--- config.mk ---
export PLATFORM = sky130hd
export DESIGN_NAME = instr_fetch_issue
export DESIGN_NICKNAME = d
export VERILOG_FILES = /design/src/rtl/fetch_pkg.sv /design/src/rtl/ret_addr_stack.sv /design/src/rtl/instr_fetch_issue.sv
export SDC_FILE = /design/constraint.sdc
export NUM_CORES = 1
export LEC_CHECK = 0
export CAP_MARGIN = 30
export CORE_ASPECT_RATIO = 0.6
export CORE_UTILIZATION = 57
export DETAILED_ROUTE_END_ITERATION = 8
export HOLD_SLACK_MARGIN = 0.15
export PLACE_DENSITY = 0.8
export SLEW_MARGIN = 20
export SYNTH_ARGS = -nofsm -noshare
export SYNTH_HDL_FRONTEND = slang
export SYNTH_SLANG_ARGS = --single-unit
--- constraint.sdc ---
create_clock -name clk -period 3.96 [get_ports clk]
set_input_delay 0.594 -clock clk [delete_from_list [all_inputs] [get_ports clk]]
set_output_delay 0.594 -clock clk [all_outputs]
set_load 0.01 [all_outputs]
--- src/rtl/fetch_pkg.sv ---
// Shared encodings and state type for the instruction fetch/issue sequencer.
package fetch_pkg;
    localparam logic [2:0] GRP_PUSH_PC = 3'b110;
    localparam logic [2:0] GRP_POP_PC  = 3'b111;
    localparam logic [2:0] OP_HALT     = 3'b111;

    typedef enum logic [2:0] {
        ST_IDLE,
        ST_FETCH,
        ST_DECODE,
        ST_ISSUE,
        ST_HALT,
        ST_ERR
    } state_t;
endpackage

--- src/rtl/ret_addr_stack.sv ---
// Return-address LIFO; slot 0 is unused so the occupancy count addresses the top entry directly.
module ret_addr_stack #(
    parameter int RAS_DEPTH = 8,
    parameter int PC_W      = 10
) (
    input  logic            clk,
    input  logic            rst_n,
    input  logic            clr,
    input  logic            push,
    input  logic            pop,
    input  logic [PC_W-1:0] din,
    output logic [PC_W-1:0] top,
    output logic            full,
    output logic            empty
);
    localparam int CNT_W = $clog2(RAS_DEPTH + 1);

    logic [PC_W-1:0]  mem [0:RAS_DEPTH];
    logic [CNT_W-1:0] count;
    logic [CNT_W-1:0] wr_idx;

    assign wr_idx = count + CNT_W'(1);
    assign full   = (count == CNT_W'(RAS_DEPTH));
    assign empty  = (count == '0);
    assign top    = mem[count];

    always_ff @(posedge clk) begin
        if (push && !full && !clr) begin
            mem[wr_idx] <= din;
        end
    end

    always_ff @(posedge clk or negedge rst_n) begin
        if (!rst_n) begin
            count <= '0;
        end else if (clr) begin
            count <= '0;
        end else if (push && !full) begin
            count <= count + CNT_W'(1);
        end else if (pop && !empty) begin
            count <= count - CNT_W'(1);
        end
    end
endmodule

--- src/rtl/instr_fetch_issue.sv ---
// Program sequencer: fetches, resolves call/return/halt locally, issues the rest downstream.
//
// state     | meaning
// ST_IDLE   | waiting for start after reset
// ST_FETCH  | imem read in flight for pc
// ST_DECODE | instruction word available, resolve control flow
// ST_ISSUE  | holding instruction for execute unit handshake
// ST_HALT   | halt executed, wait for start
// ST_ERR    | return-stack overflow/underflow, wait for start
module instr_fetch_issue
    import fetch_pkg::*;
#(
    parameter int PC_W      = 10,
    parameter int RAS_DEPTH = 8
) (
    input  logic            clk,
    input  logic            rst_n,
    input  logic            start,
    output logic            imem_en,
    output logic [PC_W-1:0] imem_addr,
    input  logic [15:0]     imem_rdata,
    output logic            issue_valid,
    input  logic            issue_ready,
    output logic [15:0]     issue_instr,
    output logic [PC_W-1:0] issue_pc,
    output logic            halted,
    output logic            ras_err
);
    state_t          state;
    logic [PC_W-1:0] pc;
    logic [PC_W-1:0] pc_inc;
    logic [PC_W-1:0] call_tgt;
    logic [2:0]      grp;
    logic [2:0]      op;
    logic            is_call;
    logic            is_halt;
    logic            is_ret;
    logic            restart;
    logic            ras_push;
    logic            ras_pop;
    logic [PC_W-1:0] ras_top;
    logic            ras_full;
    logic            ras_empty;

    assign grp      = imem_rdata[15:13];
    assign op       = imem_rdata[12:10];
    assign call_tgt = imem_rdata[PC_W-1:0];
    assign pc_inc   = pc + PC_W'(1);
    assign is_call  = (grp == GRP_PUSH_PC);
    assign is_halt  = (grp == GRP_POP_PC) && (op == OP_HALT);
    assign is_ret   = (grp == GRP_POP_PC) && (op != OP_HALT);
    assign restart  = start && (state == ST_IDLE || state == ST_HALT || state == ST_ERR);
    assign ras_push = (state == ST_DECODE) && is_call && !ras_full;
    assign ras_pop  = (state == ST_DECODE) && is_ret && !ras_empty;

    ret_addr_stack #(
        .RAS_DEPTH (RAS_DEPTH),
        .PC_W      (PC_W)
    ) u_ras (
        .clk   (clk),
        .rst_n (rst_n),
        .clr   (restart),
        .push  (ras_push),
        .pop   (ras_pop),
        .din   (pc_inc),
        .top   (ras_top),
        .full  (ras_full),
        .empty (ras_empty)
    );

    always_ff @(posedge clk or negedge rst_n) begin
        if (!rst_n) begin
            state       <= ST_IDLE;
            pc          <= '0;
            imem_en     <= 1'b0;
            imem_addr   <= '0;
            issue_valid <= 1'b0;
            issue_instr <= '0;
            issue_pc    <= '0;
            halted      <= 1'b0;
            ras_err     <= 1'b0;
        end else begin
            case (state)
                ST_IDLE, ST_HALT, ST_ERR: begin
                    if (start) begin
                        state     <= ST_FETCH;
                        pc        <= '0;
                        imem_en   <= 1'b1;
                        imem_addr <= '0;
                        halted    <= 1'b0;
                        ras_err   <= 1'b0;
                    end
                end
                ST_FETCH: begin
                    imem_en <= 1'b0;
                    state   <= ST_DECODE;
                end
                ST_DECODE: begin
                    if (is_call) begin
                        if (ras_full) begin
                            ras_err <= 1'b1;
                            state   <= ST_ERR;
                        end else begin
                            pc        <= call_tgt;
                            imem_addr <= call_tgt;
                            imem_en   <= 1'b1;
                            state     <= ST_FETCH;
                        end
                    end else if (is_halt) begin
                        halted <= 1'b1;
                        state  <= ST_HALT;
                    end else if (is_ret) begin
                        if (ras_empty) begin
                            ras_err <= 1'b1;
                            state   <= ST_ERR;
                        end else begin
                            pc        <= ras_top;
                            imem_addr <= ras_top;
                            imem_en   <= 1'b1;
                            state     <= ST_FETCH;
                        end
                    end else begin
                        issue_valid <= 1'b1;
                        issue_instr <= imem_rdata;
                        issue_pc    <= pc;
                        state       <= ST_ISSUE;
                    end
                end
                ST_ISSUE: begin
                    if (issue_ready) begin
                        issue_valid <= 1'b0;
                        pc          <= pc_inc;
                        imem_addr   <= pc_inc;
                        imem_en     <= 1'b1;
                        state       <= ST_FETCH;
                    end
                end
                default: state <= ST_IDLE;
            endcase
        end
    end
endmodule

==> run metrics, run 1 <==
DR vias 3,829; Net Count, Synth 430; worst slew pin tran 0.864 ns; Yosys warnings 0; IO Port Bufs 59; final slew viol count 0; CTS tree done; area grow syn2layout 22.4%; area taken by multi-input logic gates 1950 um2; Switching Fraction 31.2%; Synth Instances 403; Final Cell Area 7320 um2; vias in the first global route 3,837; share of cells above drive strength 1 18.2%; first-pass GRT wire length 21,000 um; Max Fclk 340 MHz; Top Usage Layer GRT met2; synthesized flop and latch total 137; met3 Resource Use GR 7.37%; GR Util met1 38.0%; Die W 134 um; worst-case reg-to-reg path depth 8; overall power 5.44 mW; final setup vio count 0; Routed WL 13,300 um; Tmin final 2.94 ns; die area 10,900 um2; Inserted Diodes 0; HPWL after detailed placement 8890 um; skew final 0.0104 ns; register area share after synthesis 64.9%; worst vdd ir 0.614 mV; post-CTS sizing 0; ys async rst share 34.3%; Slew HR 42.0%; residual DRC count 0; synthesized area 5980 um2; WS Path Type flip-flop to flip-flop; crit path max fanout 27; Antenna Nets Post-Route 0; Hold Vio Cnt, Final 0; Pint 3.74 mW; row count 28; Post-CTS Setup Inserts 0; Min-Delay Path Class primary input to asynchronous set/reset pin; core area 10,000 um2; top cell type's share of synthesized area 45.2%; Crit. End Element flip-flop; Post-DP Area 6670 um2; GRT overflow 0; Psw 1.70 mW; H-tree level count 4; Critical Path RT 4.24 ns; Layout fillers 648; post-synth top area cell edfxtp_1; cts hold-fix bufs 0; Leak 2.74 nW; initial antenna violation count 0; unrepaired setup endpoints after global routing false; CP Data Arrival Time 3.22 ns; clock-pin slew on the worst setup and hold paths 0.06 ns; routing usage on met2 41.7%; CTS Buffer Depth 2; TritonCTS sink count 137; Avg Cell Area, Syn 14.8 um2; startpoint class of the critical path flip-flop; Initial Util 59.7%; Max-Cap Viols 0; ys flop type edfxtp_1; status finished, final reports clean; Combinational Power Share 31.4%; Seq pwr share 38.0%; DR WL/cell 21.7 um; Layout Nets 493; Yosys cell types 55; drt first pass iters 5; vias per inst 6.24; CTS Buf Count 17; Setup TNS 0 ns; Register Area 3880 um2; DIE HEIGHT 81.3 um; Tcrit/Tclk final 74.2%; DRT iter0 DRCs 314; number of synthesized flops with an enable pin 90; CTS root buf clkbuf_16; GPL Wtd Cong 0.785; main area contributors after synthesis edfxtp_1, dfrtp_1, mux4_2; largest net degree at the start of global routing 48; total track usage 26.9%; placed insts 581; clock network power share 30.6%; final non-filler cell total 614; PD cells 744 nW/um2; # IOs 60; Clk Latency, worst-skew pair 0.42 ns
[Yosys cell counts (8+ instances only)]
cell / number
a31oi_1: 8
inv_1: 11
nand3_1: 10
buf_2: 12
clkbuf_1: 8
mux4_2: 20
a22oi_1: 8
o21ai_0: 14
edfxtp_1: 90
nand2_1: 19
mux2_2: 22
dfrtp_1: 47
a21oi_1: 9
and3_1: 13
nor2_1: 25
[cells in the final DEF, fill, tap and decap left out, types with 10 or more instances in the layout]
cell type and instances:
edfxtp_1 90, inv_1 11, mux2_2 22, dfrtp_1 47, and3_1 13, nand2_1 19, nand3_1 10, nor2_1 25
clkdlybuf4s50_1 58, mux4_2 20, clkbuf_16 20, o21ai_0 14
[registers in the layout (all words and copies together) (netlist names)]
register     count
halted           1
imem_en          1
issue_instr     16
issue_pc        10
issue_valid      1
pc              10
ras_err          1
state            3
u_ras.count      4
u_ras.mem       90
[kinds of logic (layout without fill, tap and decap cells)]
group | after synthesis | in the layout | share of synthesized area, %
fa+ha+maj | 7 | 7 | 1.46
xor+xnor | 9 | 9 | 1.32
simple gates | 98 | 98 | 9.00
compound gates | 76 | 76 | 8.98
buf+inv | 33 | 109 | 2.51
flops | 137 | 137 | 64.9
mux | 43 | 43 | 11.8
[through the flow]
stage,hold WS [ns],setup slack (ns),utilization [%]
after global routing,0.322,0.688,73.0
after detailed placement,0.471,0.927,66.6
after floorplan,0.298,1.10,-
after global placement,0.464,1.04,66.6
final,0.275,1.02,73.0
after CTS,0.308,1.03,73.0
[path summary, 6_finish.rpt]
kind / startpoint / endpoint / slack (ns)
hold / removal: rst_n / issue_instr[1]$_DFFE_PN0P_ / 0.27
hold reg to reg: issue_instr[9]$_DFFE_PN0P_ / issue_instr[9]$_DFFE_PN0P_ / 0.48
setup / recovery: u_ras.count[1]$_DFFE_PN0P_ / pc[7]$_DFFE_PN0P_ / 1.02
max in group asynchronous: rst_n / u_ras.count[0]$_DFFE_PN0P_ / 3.25
min in group clk: issue_instr[9]$_DFFE_PN0P_ / issue_instr[9]$_DFFE_PN0P_ / 0.48
setup reg to reg: u_ras.count[1]$_DFFE_PN0P_ / pc[7]$_DFFE_PN0P_ / 1.02
[power by group through the flow]
stage / Combinational (mW) / Clock, mW / Sequential, mW
floorplan: 1.02 / 0 / 2.08
global placement: 1.64 / 0 / 2.07
detailed placement: 1.70 / 0 / 2.08
CTS: 1.71 / 1.68 / 2.06
global route: 1.87 / 1.75 / 2.09
finish: 1.71 / 1.66 / 2.07
[per-layer routing]
metal  up-vias  routed length (um)
met4         0                  97
met1      1924                5980
met2       202                6210
met5         -                   0
li1       1687                   -
met3        16                1020
[layout make-up]
type                       count  area share, %
sequential                   137           53.0
multi-input combinational    233           26.6
timing repair buffer          66           8.72
clock buffer                  25           7.37
tap                          135           2.31
clock inverter                 7           1.39
inverter                      11          0.564
[worst max-delay path, stage by stage, from the launching register on]
cell	delay, ns
dfrtp_1	0.32
buf_4	0.34
inv_1	0.17
ha_1	0.28
nor3b_1	0.18
o2111ai_1	0.31
nand4_1	0.67
o21ai_0	0.43
o21ai_1	0.10
No activity file was read; power rests on OpenSTA's default activity.
==> run 2, diff against run 1 <==
CORE_UTILIZATION = 51   (was 57)
PLACE_DENSITY = 0.75   (was 0.8)
clock period = 2.7 ns   (was 3.96 ns; I/O delays follow)
==> run metrics, run 2 (synthesized netlist as in run 1, its figures left out) <==
Max Fclk 417 MHz (+23%); vias per inst 5.99 (-3.9%); Slowest Stage Delay on Critical Path 0.74 ns (+0.07 ns); CTS tree done; post-CTS sizing 0 (unchanged); placed insts 620 (+6.7%); Crit. End Element flip-flop; initial antenna violation count 0 (unchanged); residual DRC count 0 (unchanged); vias in the first global route 3,779 (-1.5%); Final Cell Area 7410 um2 (+1.3%); core area 11,400 um2 (+14%); Max-Cap Viols 0 (unchanged); CTS Buf Count 17 (unchanged); TritonCTS sink count 137 (unchanged); DRT iter0 DRCs 359 (+14%); final non-filler cell total 653 (+6.4%); CP top delay family XOR/XNOR gates; IO Port Bufs 59 (unchanged); Die W 142 um (+5.6%); final slew viol count 0 (unchanged); Layout Nets 507 (+2.8%); Clk Latency, worst-skew pair 0.42 ns (about the same); overall power 7.90 mW (+45%); first-pass GRT wire length 20,900 um (-0.46%); Antenna Nets Post-Route 0 (unchanged); most common cell after layout, fill and taps aside edfxtp_1; GRT overflow 0 (unchanged); Inserted Diodes 0 (unchanged); DR WL/cell 20.6 um (-4.9%); Tcrit/Tclk final 88.8% (+15 points); Routed WL 13,500 um (+1.2%); CP Data Arrival Time 2.76 ns (-0.46 ns); Critical Path RT 3.06 ns (-1.18 ns); Post-DP Area 6810 um2 (+2.1%); CTS root buf clkbuf_16; unrepaired setup endpoints after global routing false; Setup WS pre-CTS 0.202 ns (-0.726 ns); Reg-to-Reg Start pc[0]$_DFFE_PN0P_; CP startpoint pc[0]$_DFFE_PN0P_; clock-pin slew on the worst setup and hold paths 0.06 ns (about the same); Max stage delay cell, worst path xnor2_1; status finished, final reports clean; max reg flops 90 (unchanged); Biggest register u_ras.mem; Met3 Routed Length 1120 um (+9.4%); worst slew pin tran 0.911 ns (+0.0471 ns); CP Buf/Inv Count 0 (-2); Tmin final 2.40 ns (-0.542 ns); DIE HEIGHT 85.9 um (+5.6%); final setup vio count 0 (unchanged); CTS Buffer Depth 2 (unchanged); skew final 0.00737 ns (-0.00299 ns); area grow syn2layout 24.0%; met2 WL post-DR 5980 um (-3.8%); DRT met1 WL 6190 um (+3.5%); Hold Vio Cnt, Final 0 (unchanged); cells along the critical path ha_1 -> nand3_1 -> xnor2_1 -> a32oi_1 -> a31oi_1 -> a21o_1; worst vdd ir 0.618 mV (+0.80%); highest routed layer met4; most frequent cells in the layout edfxtp_1, clkdlybuf4s50_1, dfrtp_1; Setup WS post-layout 0.301 ns (-0.718 ns); Leak 2.79 nW (+2.0%); drt first pass iters 5 (unchanged); startpoint class of the critical path flip-flop; die area 12,200 um2 (+12%); row count 30 (+7.1%); DR vias 3,914 (+2.2%); top flop regs u_ras.mem: 90 flops, issue_instr: 16 flops; Initial Util 52.6% (-7.1 points); PD cells 1070 nW/um2 (+43%); # IOs 60 (unchanged); HPWL after detailed placement 9020 um (+1.4%); GPL Wtd Cong 0.861 (+9.7%); H-tree level count 4 (unchanged); crit path max fanout 10 (-63%); WS Path Type flip-flop to flip-flop; Post-CTS Setup Inserts 0 (unchanged); Slew HR 38.8% (-3.2 points); Min-Delay Path Class primary input to asynchronous set/reset pin; final core utilization 65.2% (-7.9 points); total track usage 23.6% (-3.2 points); share of cells above drive strength 1 20.9% (+2.7 points); largest net degree at the start of global routing 33 (-31%)
-- run 2: repair_timing --
item / CTS / global route
endpoints found under the setup margin: 0 / 0
hold buffers: 1 / 0
hold endpoints to repair: 15 / 0
-- run 2: area by class of cell --
cell class / count / area [um2]
fillers: 770 / 3960
clock inverters: 11 / 110
multi-input cells: 233 / 1950
clock buffers: 21 / 482
repair buffers: 80 / 746
well taps: 160 / 200
inverters: 11 / 41.3
flip-flops and latches: 137 / 3880
-- run 2: power breakdown --
group / internal [mW] / leakage, nW / switching [mW] / total, mW
clock: 1.39 / 0.295 / 0.915 / 2.30
sequential: 2.70 / 1.42 / 0.297 / 2.99
combinational: 1.28 / 1.08 / 1.33 / 2.61
total: 5.36 / 2.79 / 2.54 / 7.90
-- run 2: worst paths after layout --
check	end	slack, ns	depth (start not counted)
worst max-delay path	pc[4]$_DFFE_PN0P_	0.30	6
min in group clk	issue_pc[0]$_DFFE_PN0P_	0.49	2
max in group asynchronous	issue_instr[1]$_DFFE_PN0P_	1.51	3
worst min-delay path	u_ras.count[0]$_DFFE_PN0P_	0.43	2
worst min register to register	issue_pc[0]$_DFFE_PN0P_	0.49	2
worst max register to register	pc[4]$_DFFE_PN0P_	0.30	6
-- run 2: through the flow --
step | hold WS, ns | setup TNS (ns)
after floorplan | 0.109 | -2.66
after global placement | 0.336 | 0
after detailed placement | 0.337 | 0
after CTS | 0.427 | 0
after global routing | 0.474 | 0
final | 0.433 | 0
-- run 2: routing by layer --
metal	up-vias	track usage, %
li1	1717	-
met1	2004	34.3
met2	177	34.6
met3	16	7.43
met4	0	6.84
met5	-	0
